`config.mk`:
```
export PLATFORM = sky130hd
export DESIGN_NAME = acondiciona_botones
export DESIGN_NICKNAME = d
export VERILOG_FILES = /design/src/rtl/acondiciona_pkg.sv /design/src/rtl/acondiciona_botones_filtro.sv /design/src/rtl/acondiciona_botones.sv
export SDC_FILE = /design/constraint.sdc
export NUM_CORES = 1
export LEC_CHECK = 0
export CAP_MARGIN = 40
export CORE_MARGIN = 2
export CORE_UTILIZATION = 35
export CTS_CLUSTER_DIAMETER = 80
export DETAILED_ROUTE_END_ITERATION = 12
export DONT_BUFFER_PORTS = 1
export SLEW_MARGIN = 10
export SYNTH_ARGS = -nofsm -noshare
export SYNTH_HDL_FRONTEND = slang
export SYNTH_SLANG_ARGS = --single-unit
```
`constraint.sdc`:
```
create_clock -name clk -period 3.13 [get_ports clk]
set_input_delay 0.626 -clock clk [delete_from_list [all_inputs] [get_ports clk]]
set_output_delay 0.626 -clock clk [all_outputs]
set_load 0.02 [all_outputs]
```
`src/rtl/acondiciona_pkg.sv`:
```
// Shared types and timing defaults for push-button conditioning.
// Imported by boton_filtro and acondiciona_botones.
package acondiciona_pkg;

  typedef enum logic [1:0] {
    SUELTO,
    ESPERA,
    REPITE
  } estado_boton_t;

  localparam int unsigned DEF_DEBOUNCE = 500000;
  localparam int unsigned DEF_DELAY    = 25000000;
  localparam int unsigned DEF_PERIOD   = 5000000;

  function automatic int unsigned max3(
    input int unsigned a,
    input int unsigned b,
    input int unsigned c
  );
    int unsigned m;
    m = (a > b) ? a : b;
    return (m > c) ? m : c;
  endfunction

  // ceil(log2(v)); callers pass max+1 to get a width that holds max
  function automatic int unsigned clog2(input int unsigned v);
    int unsigned r;
    r = 0;
    for (int i = 0; i < 32; i++) begin
      if ((longint'(1) << i) < longint'(v)) r = i + 1;
    end
    return r;
  endfunction

endpackage

```
`src/rtl/acondiciona_botones_filtro.sv`:
```
// One button: synchroniser, debounce, press edge and hold auto-repeat.
// pulso is combinational; the top registers it.
module boton_filtro
  import acondiciona_pkg::*;
#(
  parameter int unsigned DEBOUNCE_CYCLES = DEF_DEBOUNCE,
  parameter int unsigned REPEAT_DELAY    = DEF_DELAY,
  parameter int unsigned REPEAT_PERIOD   = DEF_PERIOD,
  parameter int unsigned CNT_W           = 25
) (
  input  logic clk,
  input  logic reset_n,
  input  logic btn_raw,
  input  logic hold_inhibit,
  output logic pulso,
  output logic estable
);

  localparam logic [CNT_W-1:0] DB_LAST = CNT_W'(DEBOUNCE_CYCLES - 1);
  localparam logic [CNT_W-1:0] DL_LAST = CNT_W'(REPEAT_DELAY - 1);
  localparam logic [CNT_W-1:0] PR_LAST = CNT_W'(REPEAT_PERIOD - 1);

  logic [1:0]       r_sync;
  logic             r_estable;
  logic [CNT_W-1:0] r_db_cnt;
  logic [CNT_W-1:0] r_rep_cnt;
  estado_boton_t    r_estado;

  estado_boton_t    w_estado_sig;
  logic [CNT_W-1:0] w_rep_sig;
  logic             w_pulso;
  logic             w_difiere;
  logic             w_db_fin;
  logic             w_sube;
  logic             w_baja;

  assign w_difiere = r_sync[1] != r_estable;
  assign w_db_fin  = w_difiere && (r_db_cnt == DB_LAST);
  assign w_sube    = w_db_fin && !r_estable;
  assign w_baja    = w_db_fin && r_estable;

  always_ff @(posedge clk or negedge reset_n) begin
    if (!reset_n) begin
      r_sync    <= '0;
      r_estable <= 1'b0;
      r_db_cnt  <= '0;
    end else begin
      r_sync <= {r_sync[0], btn_raw};
      if (!w_difiere || w_db_fin) r_db_cnt <= '0;
      else                        r_db_cnt <= r_db_cnt + CNT_W'(1);
      if (w_db_fin) r_estable <= !r_estable;
    end
  end

  always_ff @(posedge clk or negedge reset_n) begin
    if (!reset_n) begin
      r_estado  <= SUELTO;
      r_rep_cnt <= '0;
    end else begin
      r_estado  <= w_estado_sig;
      r_rep_cnt <= w_rep_sig;
    end
  end

  // Release beats a coincident repeat; both-held freezes the count
  always_comb begin
    w_estado_sig = r_estado;
    w_rep_sig    = r_rep_cnt;
    w_pulso      = 1'b0;
    unique case (r_estado)
      SUELTO: begin
        if (w_sube) begin
          w_estado_sig = ESPERA;
          w_rep_sig    = '0;
          w_pulso      = 1'b1;
        end
      end
      ESPERA: begin
        if (w_baja) begin
          w_estado_sig = SUELTO;
        end else if (!hold_inhibit) begin
          if (r_rep_cnt == DL_LAST) begin
            w_estado_sig = REPITE;
            w_rep_sig    = '0;
            w_pulso      = 1'b1;
          end else begin
            w_rep_sig = r_rep_cnt + CNT_W'(1);
          end
        end
      end
      REPITE: begin
        if (w_baja) begin
          w_estado_sig = SUELTO;
        end else if (!hold_inhibit) begin
          if (r_rep_cnt == PR_LAST) begin
            w_rep_sig = '0;
            w_pulso   = 1'b1;
          end else begin
            w_rep_sig = r_rep_cnt + CNT_W'(1);
          end
        end
      end
      default: w_estado_sig = SUELTO;
    endcase
  end

  assign pulso   = w_pulso;
  assign estable = r_estable;

endmodule

```
`src/rtl/acondiciona_botones.sv`:
```
// Conditions up/down buttons into one-cycle, mutually exclusive pulses
// for the year counter; increment wins a same-cycle tie.
module acondiciona_botones
  import acondiciona_pkg::*;
#(
  parameter int unsigned DEBOUNCE_CYCLES = DEF_DEBOUNCE,
  parameter int unsigned REPEAT_DELAY    = DEF_DELAY,
  parameter int unsigned REPEAT_PERIOD   = DEF_PERIOD,
  parameter int unsigned CNT_W           =
    clog2(max3(DEBOUNCE_CYCLES, REPEAT_DELAY, REPEAT_PERIOD) + 1)
) (
  input  logic clk,
  input  logic reset_n,
  input  logic btn_up_raw,
  input  logic btn_down_raw,
  output logic boton_aumenta,
  output logic boton_disminuye,
  output logic up_estable,
  output logic down_estable
);

  logic w_pulso_up;
  logic w_pulso_dn;
  logic w_est_up;
  logic w_est_dn;
  logic w_aum;
  logic w_dis;
  logic r_aum;
  logic r_dis;

  boton_filtro #(
    .DEBOUNCE_CYCLES(DEBOUNCE_CYCLES),
    .REPEAT_DELAY   (REPEAT_DELAY),
    .REPEAT_PERIOD  (REPEAT_PERIOD),
    .CNT_W          (CNT_W)
  ) u_up (
    .clk         (clk),
    .reset_n     (reset_n),
    .btn_raw     (btn_up_raw),
    .hold_inhibit(w_est_dn),
    .pulso       (w_pulso_up),
    .estable     (w_est_up)
  );

  boton_filtro #(
    .DEBOUNCE_CYCLES(DEBOUNCE_CYCLES),
    .REPEAT_DELAY   (REPEAT_DELAY),
    .REPEAT_PERIOD  (REPEAT_PERIOD),
    .CNT_W          (CNT_W)
  ) u_dn (
    .clk         (clk),
    .reset_n     (reset_n),
    .btn_raw     (btn_down_raw),
    .hold_inhibit(w_est_up),
    .pulso       (w_pulso_dn),
    .estable     (w_est_dn)
  );

  always_comb begin
    w_aum = 1'b0;
    w_dis = 1'b0;
    priority case (1'b1)
      w_pulso_up: w_aum = 1'b1;
      w_pulso_dn: w_dis = 1'b1;
      default: ;
    endcase
  end

  always_ff @(posedge clk or negedge reset_n) begin
    if (!reset_n) begin
      r_aum <= 1'b0;
      r_dis <= 1'b0;
    end else begin
      r_aum <= w_aum;
      r_dis <= w_dis;
    end
  end

  assign boton_aumenta   = r_aum;
  assign boton_disminuye = r_dis;
  assign up_estable      = w_est_up;
  assign down_estable    = w_est_dn;

endmodule

```
==> Yosys cells after proc, flatten, opt, wreduce, memory -nomap -nowiden <==
Index checks and enable logic that the tools add are counted.
Widths: inputs -> output; s select.
{ "word_totals": {"ff_bits": 112, "out_inout_bits": 4} }
{ "op_classes": {"n_eq_ne": 28, "addsub": 4, "reduce_logical": 20, "n_mux": 49} }
{ "op_table": {"columns": ["cell", "count"], "rows": [
  ["$mux 25", 16],
  ["$pmux 25 s3", 2],
  ["$add 25x1->25 const B", 4],
  ["$eq 25x19->1 const B", 2],
  ["$eq 25x23->1 const B", 2],
  ["$eq 25x25->1 const B", 2],
  ["$mux 2", 10],
  ["$mux 1", 17],
  ["$ne 2x2->1 const B", 8],
  ["$pmux 2 s3", 2],
  ["$reduce_and 6->1", 2],
  ["$ne 2x1->1 const B", 4],
  ["$reduce_and 4->1", 2],
  ["$logic_and 1x1->1", 6],
  ["$ne 3x1->1 const B", 2],
  ["$pmux 1 s3", 2],
  ["$reduce_bool 3->1", 2],
  ["$eq 2x1->1 const B", 2],
  ["$eq 2x2->1 const B", 2],
  ["$logic_not 1->1", 4],
  ["$logic_not 2->1", 2],
  ["$ne 3x2->1 const B", 1],
  ["$ne 3x3->1 const B", 1],
  ["$logic_or 1x1->1", 2],
  ["$ne 1x1->1", 2]
]} }

==> Depth between registers and ports, before layout <==
Gate-level depths: netlist of the first run.
{ "depth": {"ltp_word": 7, "depth_mapped": 9, "depth_no_buf": 8} }

==> Hierarchy <==
A second synthesis of the first run with hierarchy kept.
{ "hier_totals": {"cells_unflattened": 689, "hier_area_um2": 6501.2} }
{ "by_module_without_submodules": {"columns": ["module", "n_inst", "area_per_inst_um2", "cells_per_inst"], "rows": [
  ["boton_filtro at u_dn", 1, 3326.9, 341],
  ["boton_filtro at u_up", 1, 3110.5, 345],
  ["acondiciona_botones", 1, 63.8, 3]
]} }

==> Worst setup path before layout of the first run <==
Ideal clock, no wire load.
{ "synth_path": {"path_type": "register to register", "start": "register u_dn.r_db_cnt[21]", "end": "register u_dn.r_rep_cnt[22]", "period_less_slack_ns": 2.741, "slack_ns": 0.389, "n_path_buf": 1, "stages_incl_launch_ff": 8, "arrival_time_ns": 2.637, "cell_sequence": "dfrtp_1 > or4_1 > or4_4 > o41ai_4 > o311a_2 > nand2_2 > buf_6 > o41ai_2"} }
{ "synth_between": {"elab_chain_len": 5} }
{ "synth_lines": {"columns": ["element", "line_no", "source"], "rows": [
  ["start, declared", "acondiciona_botones_filtro.sv:25", "logic [CNT_W-1:0] r_db_cnt;"],
  ["start signal, assigned", "acondiciona_botones_filtro.sv:50", "else r_db_cnt <= r_db_cnt + CNT_W'(1);"],
  ["$eq 25x19->1 (*)", "acondiciona_botones_filtro.sv:38", "assign w_db_fin = w_difiere && (r_db_cnt == DB_LAST);"],
  ["$logic_and 1x1->1 (*)", "acondiciona_botones_filtro.sv:38", null],
  ["$logic_and 1x1->1 (on tied branches)", "acondiciona_botones_filtro.sv:40, acondiciona_botones_filtro.sv:39", null],
  ["$ne 2x2->1 (no line) / $ne 2x1->1 (equally long branches)", null, null],
  ["$reduce_and 6->1 (no line) (*)", null, null],
  ["end signal, assigned", "acondiciona_botones_filtro.sv:61", "r_rep_cnt <= w_rep_sig;"],
  ["end, declared", "acondiciona_botones_filtro.sv:26", "logic [CNT_W-1:0] r_rep_cnt;"]
]} }
Every way passes the cells marked *; elsewhere a longest branch is shown, timed or not.
A chain may end at the register's enable or synchronous reset.

==> Worst setup path in the final report of the first run <==
{ "layout_path": {"start": "register u_dn.r_db_cnt[21]", "end": "register u_dn.r_rep_cnt[18]"} }
Same word-level chain as after synthesis.

==> impl_metrics.toml, run 1 <==
[synth]
syn_area_um2 = 6274
yosysSeqAreaShare = 0.4467
async_flop_share = 1.000
syn_avg_cell_area_um2 = 9.172
synth-main-ff-cell = "dfrtp_1"
synth_edf_count = 0
syn_inst = 684
ys_ff_latch = 112
syn-num-nets = 700
yosysWarnings = 0
synth_cell_type_count = 57

[job]
max-cap-violations = 0

[floorplan]
fp.coreArea_um2 = 17420
io_pins = 8
die_w_um = 137.9
rows = 48
die_area_um2 = 19010
die_h_um = 137.9
start_util = 0.3602

[setup_path]
crit_path_start_kind = "register"
r2r-end = "u_dn.r_rep_cnt[18]$_DFFE_PN0P_"
arrival_ns = 3.09
reg2reg_depth = 6
cp_data_required_time_ns = 3.37
path_class = "reg -> reg"
cp-end-kind = "register"
rrSetupSlack_ns = 0.28
cp_max_fo = 11
r2r-start = "u_dn.r_db_cnt[21]$_DFF_PN0_"

[route]
drcViolationCount = 0
dr.pass1.iters = 5
wl_per_cell_um = 15.22
vias = 5146
wirelength_mm = 13.91
avgViaCountPerCell = 5.630
drt_iter0_drc = 428
ant_nets = 0

[pwr]
irDropWorstVdd_mv = 0.3424
p_seq_frac = 0.551
p_int_mw = 2.103
swShare = 0.2086
switching_power_uw = 554.3
combPwrFrac = 0.011
power_density_nw_per_um2 = 388.8
power_frac_clock = 0.439
p_leak_nw = 2.726

[grt]
grt_pass1_wl_mm = 24.34
antenna_found_initial = 0
grt_max_degree = 113
track_usage = 0.1596
grt_pass1_vias = 5082
grt_overflow = 0

[placed_design]
gp_congestion = 0.8130
dp.cells = 899
dpl.hpwl_mm = 9.450
io_buffers = 0
dpl_cell_area_um2 = 6546

[timing]
worst_pin_slew_ns = 0.6482
fin_crit_ns = 2.853
finalCritPeriodShare = 0.9115
setup_violations = 0
skew_ns = 0.008254
rsz0062_at_grt = "no"
setup_tns_ns = 0
drv_slew = 0
hold_viol = 112
fmax_ghz = 0.3505
whs_ns = -0.03883
maxSlewHeadroom = 0.5669

[final_layout]
fin_area_um2 = 6835
syn_to_final_growth_pct = 8.955
drive_gt1_frac = 0.06096
layoutNonFillerInstCount = 914
n_antenna_cell = 0
fin_nets = 701
mostFrequentLayoutCells = "dfrtp_1 (112), nor2_1 (97), nand2_1 (56)"
final_common_cell = "dfrtp_1"
fill_cells = 1747

[clocking]
htreeDepth = 3
cts_tree = "built"
clock_latency_ns = 0.36
cts_buffers = 9
path_clk_slew_ns = 0.07
clock-sinks = 112
root_buffer = "clkbuf_16"
cts_resized = 0
cts_max_path_buffers = 2

[outcome]
status = "finished with violations"
violations = "hold timing"

[worst_hold_path]
hp-class = "in -> async"
## synth_stat cells (4+ instances only)
library cell / number / share of area
nor3_1: 23 / 0.018
a22o_1: 24 / 0.034
o41ai_2: 4 / 0.010
o21a_1: 5 / 0.0060
ha_1: 12 / 0.024
dfrtp_1: 112 / 0.45
inv_1: 26 / 0.016
xor2_1: 20 / 0.028
or3_1: 6 / 0.0060
nand4_1: 30 / 0.030
nor4b_1: 5 / 0.0070
nand2_1: 56 / 0.034
and4_1: 7 / 0.0098
nand3_1: 45 / 0.036
or4_1: 6 / 0.0072
o21ai_0: 32 / 0.026
a21o_1: 6 / 0.0072
nor2_1: 97 / 0.058
o31a_1: 4 / 0.0056
and3_1: 16 / 0.016
a21oi_1: 16 / 0.013
nor4_1: 11 / 0.011
o2bb2ai_1: 7 / 0.0098
and2_1: 5 / 0.0050
o31ai_2: 5 / 0.010
xnor2_1: 24 / 0.034
o22ai_1: 5 / 0.0050
nor2b_1: 5 / 0.0050
a2bb2oi_1: 12 / 0.017
clkbuf_1: 18 / 0.011
## cells by family (layout without fill, tap and decap cells)
family / Yosys count / after routing / share of synthesized area
adder cells (fa/ha/maj): 12 / 12 / 0.02393
flip-flops: 112 / 112 / 0.4467
AO/OA/AOI/OAI: 138 / 138 / 0.1703
AND/OR/NAND/NOR: 330 / 330 / 0.2657
XOR/XNOR: 44 / 44 / 0.06143
buffers and inverters: 47 / 52 / 0.03011
multiplexers: 1 / 1 / 0.001795
## state kept, by name, summed over array words and instances (netlist names)
signal           count
u_dn.r_db_cnt       25
u_dn.r_rep_cnt      25
u_up.r_db_cnt       25
u_up.r_rep_cnt      25
u_dn.r_estado        2
u_dn.r_sync          2
u_up.r_estado        2
u_up.r_sync          2
boton_aumenta        1
boton_disminuye      1
u_dn.estable         1
u_up.estable         1
## metal layers
| metal | GRT usage | wire length [um] | vias up |
|---|---|---|---|
| li1 | - | - | 2493 |
| met1 | 0.2072 | 6722 | 2534 |
| met3 | 0.04203 | 572 | 23 |
| met4 | 0.05782 | 215 | 0 |
| met5 | 0 | 0 | - |
| met2 | 0.2563 | 6398 | 96 |
## metrics by stage
step | power, mW | setup slack (ns) | hold slack (ns) | utilization
floorplan | 1.512 | 0.3894 | 0.3304 | -
global placement | 1.520 | 0.3701 | 0.3336 | 0.3759
detailed placement | 1.521 | 0.2467 | 0.3345 | 0.3759
CTS | 2.696 | 0.2721 | -0.05599 | 0.3925
global route | 2.766 | 0.1111 | -0.06801 | 0.3925
finish | 2.658 | 0.2769 | -0.03883 | 0.3925
## cell type report
class,count,area (um^2),share of cell area
flip-flops and latches,112,2803,0.4100
clock inverters,3,42.54,0.006224
clock buffers,12,246.5,0.03606
multi-input cells,525,3282,0.4801
repair buffers,11,82.58,0.01208
well taps,225,281.5,0.04119
inverters,26,97.59,0.01428
## how the worst max path moves through the flow
| stage | startpoint | endpoint | slack, ns | depth (start not counted) |
|---|---|---|---|---|
| floorplan | u_dn.r_db_cnt[21]$_DFF_PN0_ | u_dn.r_rep_cnt[22]$_DFFE_PN0P_ | 0.39 | 7 |
| global placement | u_dn.r_db_cnt[21]$_DFF_PN0_ | u_dn.r_rep_cnt[18]$_DFFE_PN0P_ | 0.37 | 6 |
| detailed placement | u_dn.r_db_cnt[21]$_DFF_PN0_ | u_dn.r_rep_cnt[18]$_DFFE_PN0P_ | 0.25 | 6 |
| CTS | u_dn.r_db_cnt[21]$_DFF_PN0_ | u_dn.r_rep_cnt[18]$_DFFE_PN0P_ | 0.27 | 6 |
| global route | u_dn.r_db_cnt[21]$_DFF_PN0_ | u_dn.r_rep_cnt[18]$_DFFE_PN0P_ | 0.11 | 6 |
| finish | u_dn.r_db_cnt[21]$_DFF_PN0_ | u_dn.r_rep_cnt[18]$_DFFE_PN0P_ | 0.28 | 6 |
## worst max-delay path, stage by stage (launching register included)
cell and delay [ns]:
dfrtp_1 0.43, or4_1 0.53, or4_4 0.56, o41ai_4 0.36
o311a_2 0.26, nand2_2 0.21, o41ai_1 0.39
## timing repair
action | 4_1_cts | 5_1_grt
setup buffers | 0 | 0
hold endpoints to repair | 112 | 112
setup endpoints to repair | 0 | 0
## power by group through the flow
stage	clock network, mW	logic [mW]	registers, mW
finish	1.17	0.0282	1.46
global route	1.27	0.0326	1.47
CTS	1.20	0.0286	1.46
detailed placement	0	0.0286	1.49
global placement	0	0.0277	1.49
floorplan	0	0.0220	1.49
No activity file was read; power rests on OpenSTA's default activity.
==> run 2: changes to the inputs <==
--- a/config.mk
+++ b/config.mk
@@ -11,6 +11,7 @@
 export CTS_CLUSTER_DIAMETER = 80
 export DETAILED_ROUTE_END_ITERATION = 12
 export DONT_BUFFER_PORTS = 1
+export SETUP_SLACK_MARGIN = 0.05
 export SLEW_MARGIN = 10
 export SYNTH_ARGS = -nofsm -noshare
 export SYNTH_HDL_FRONTEND = slang
==> results of run 2 <==
Final layout, timing and power as in run 1 (identical DEF).
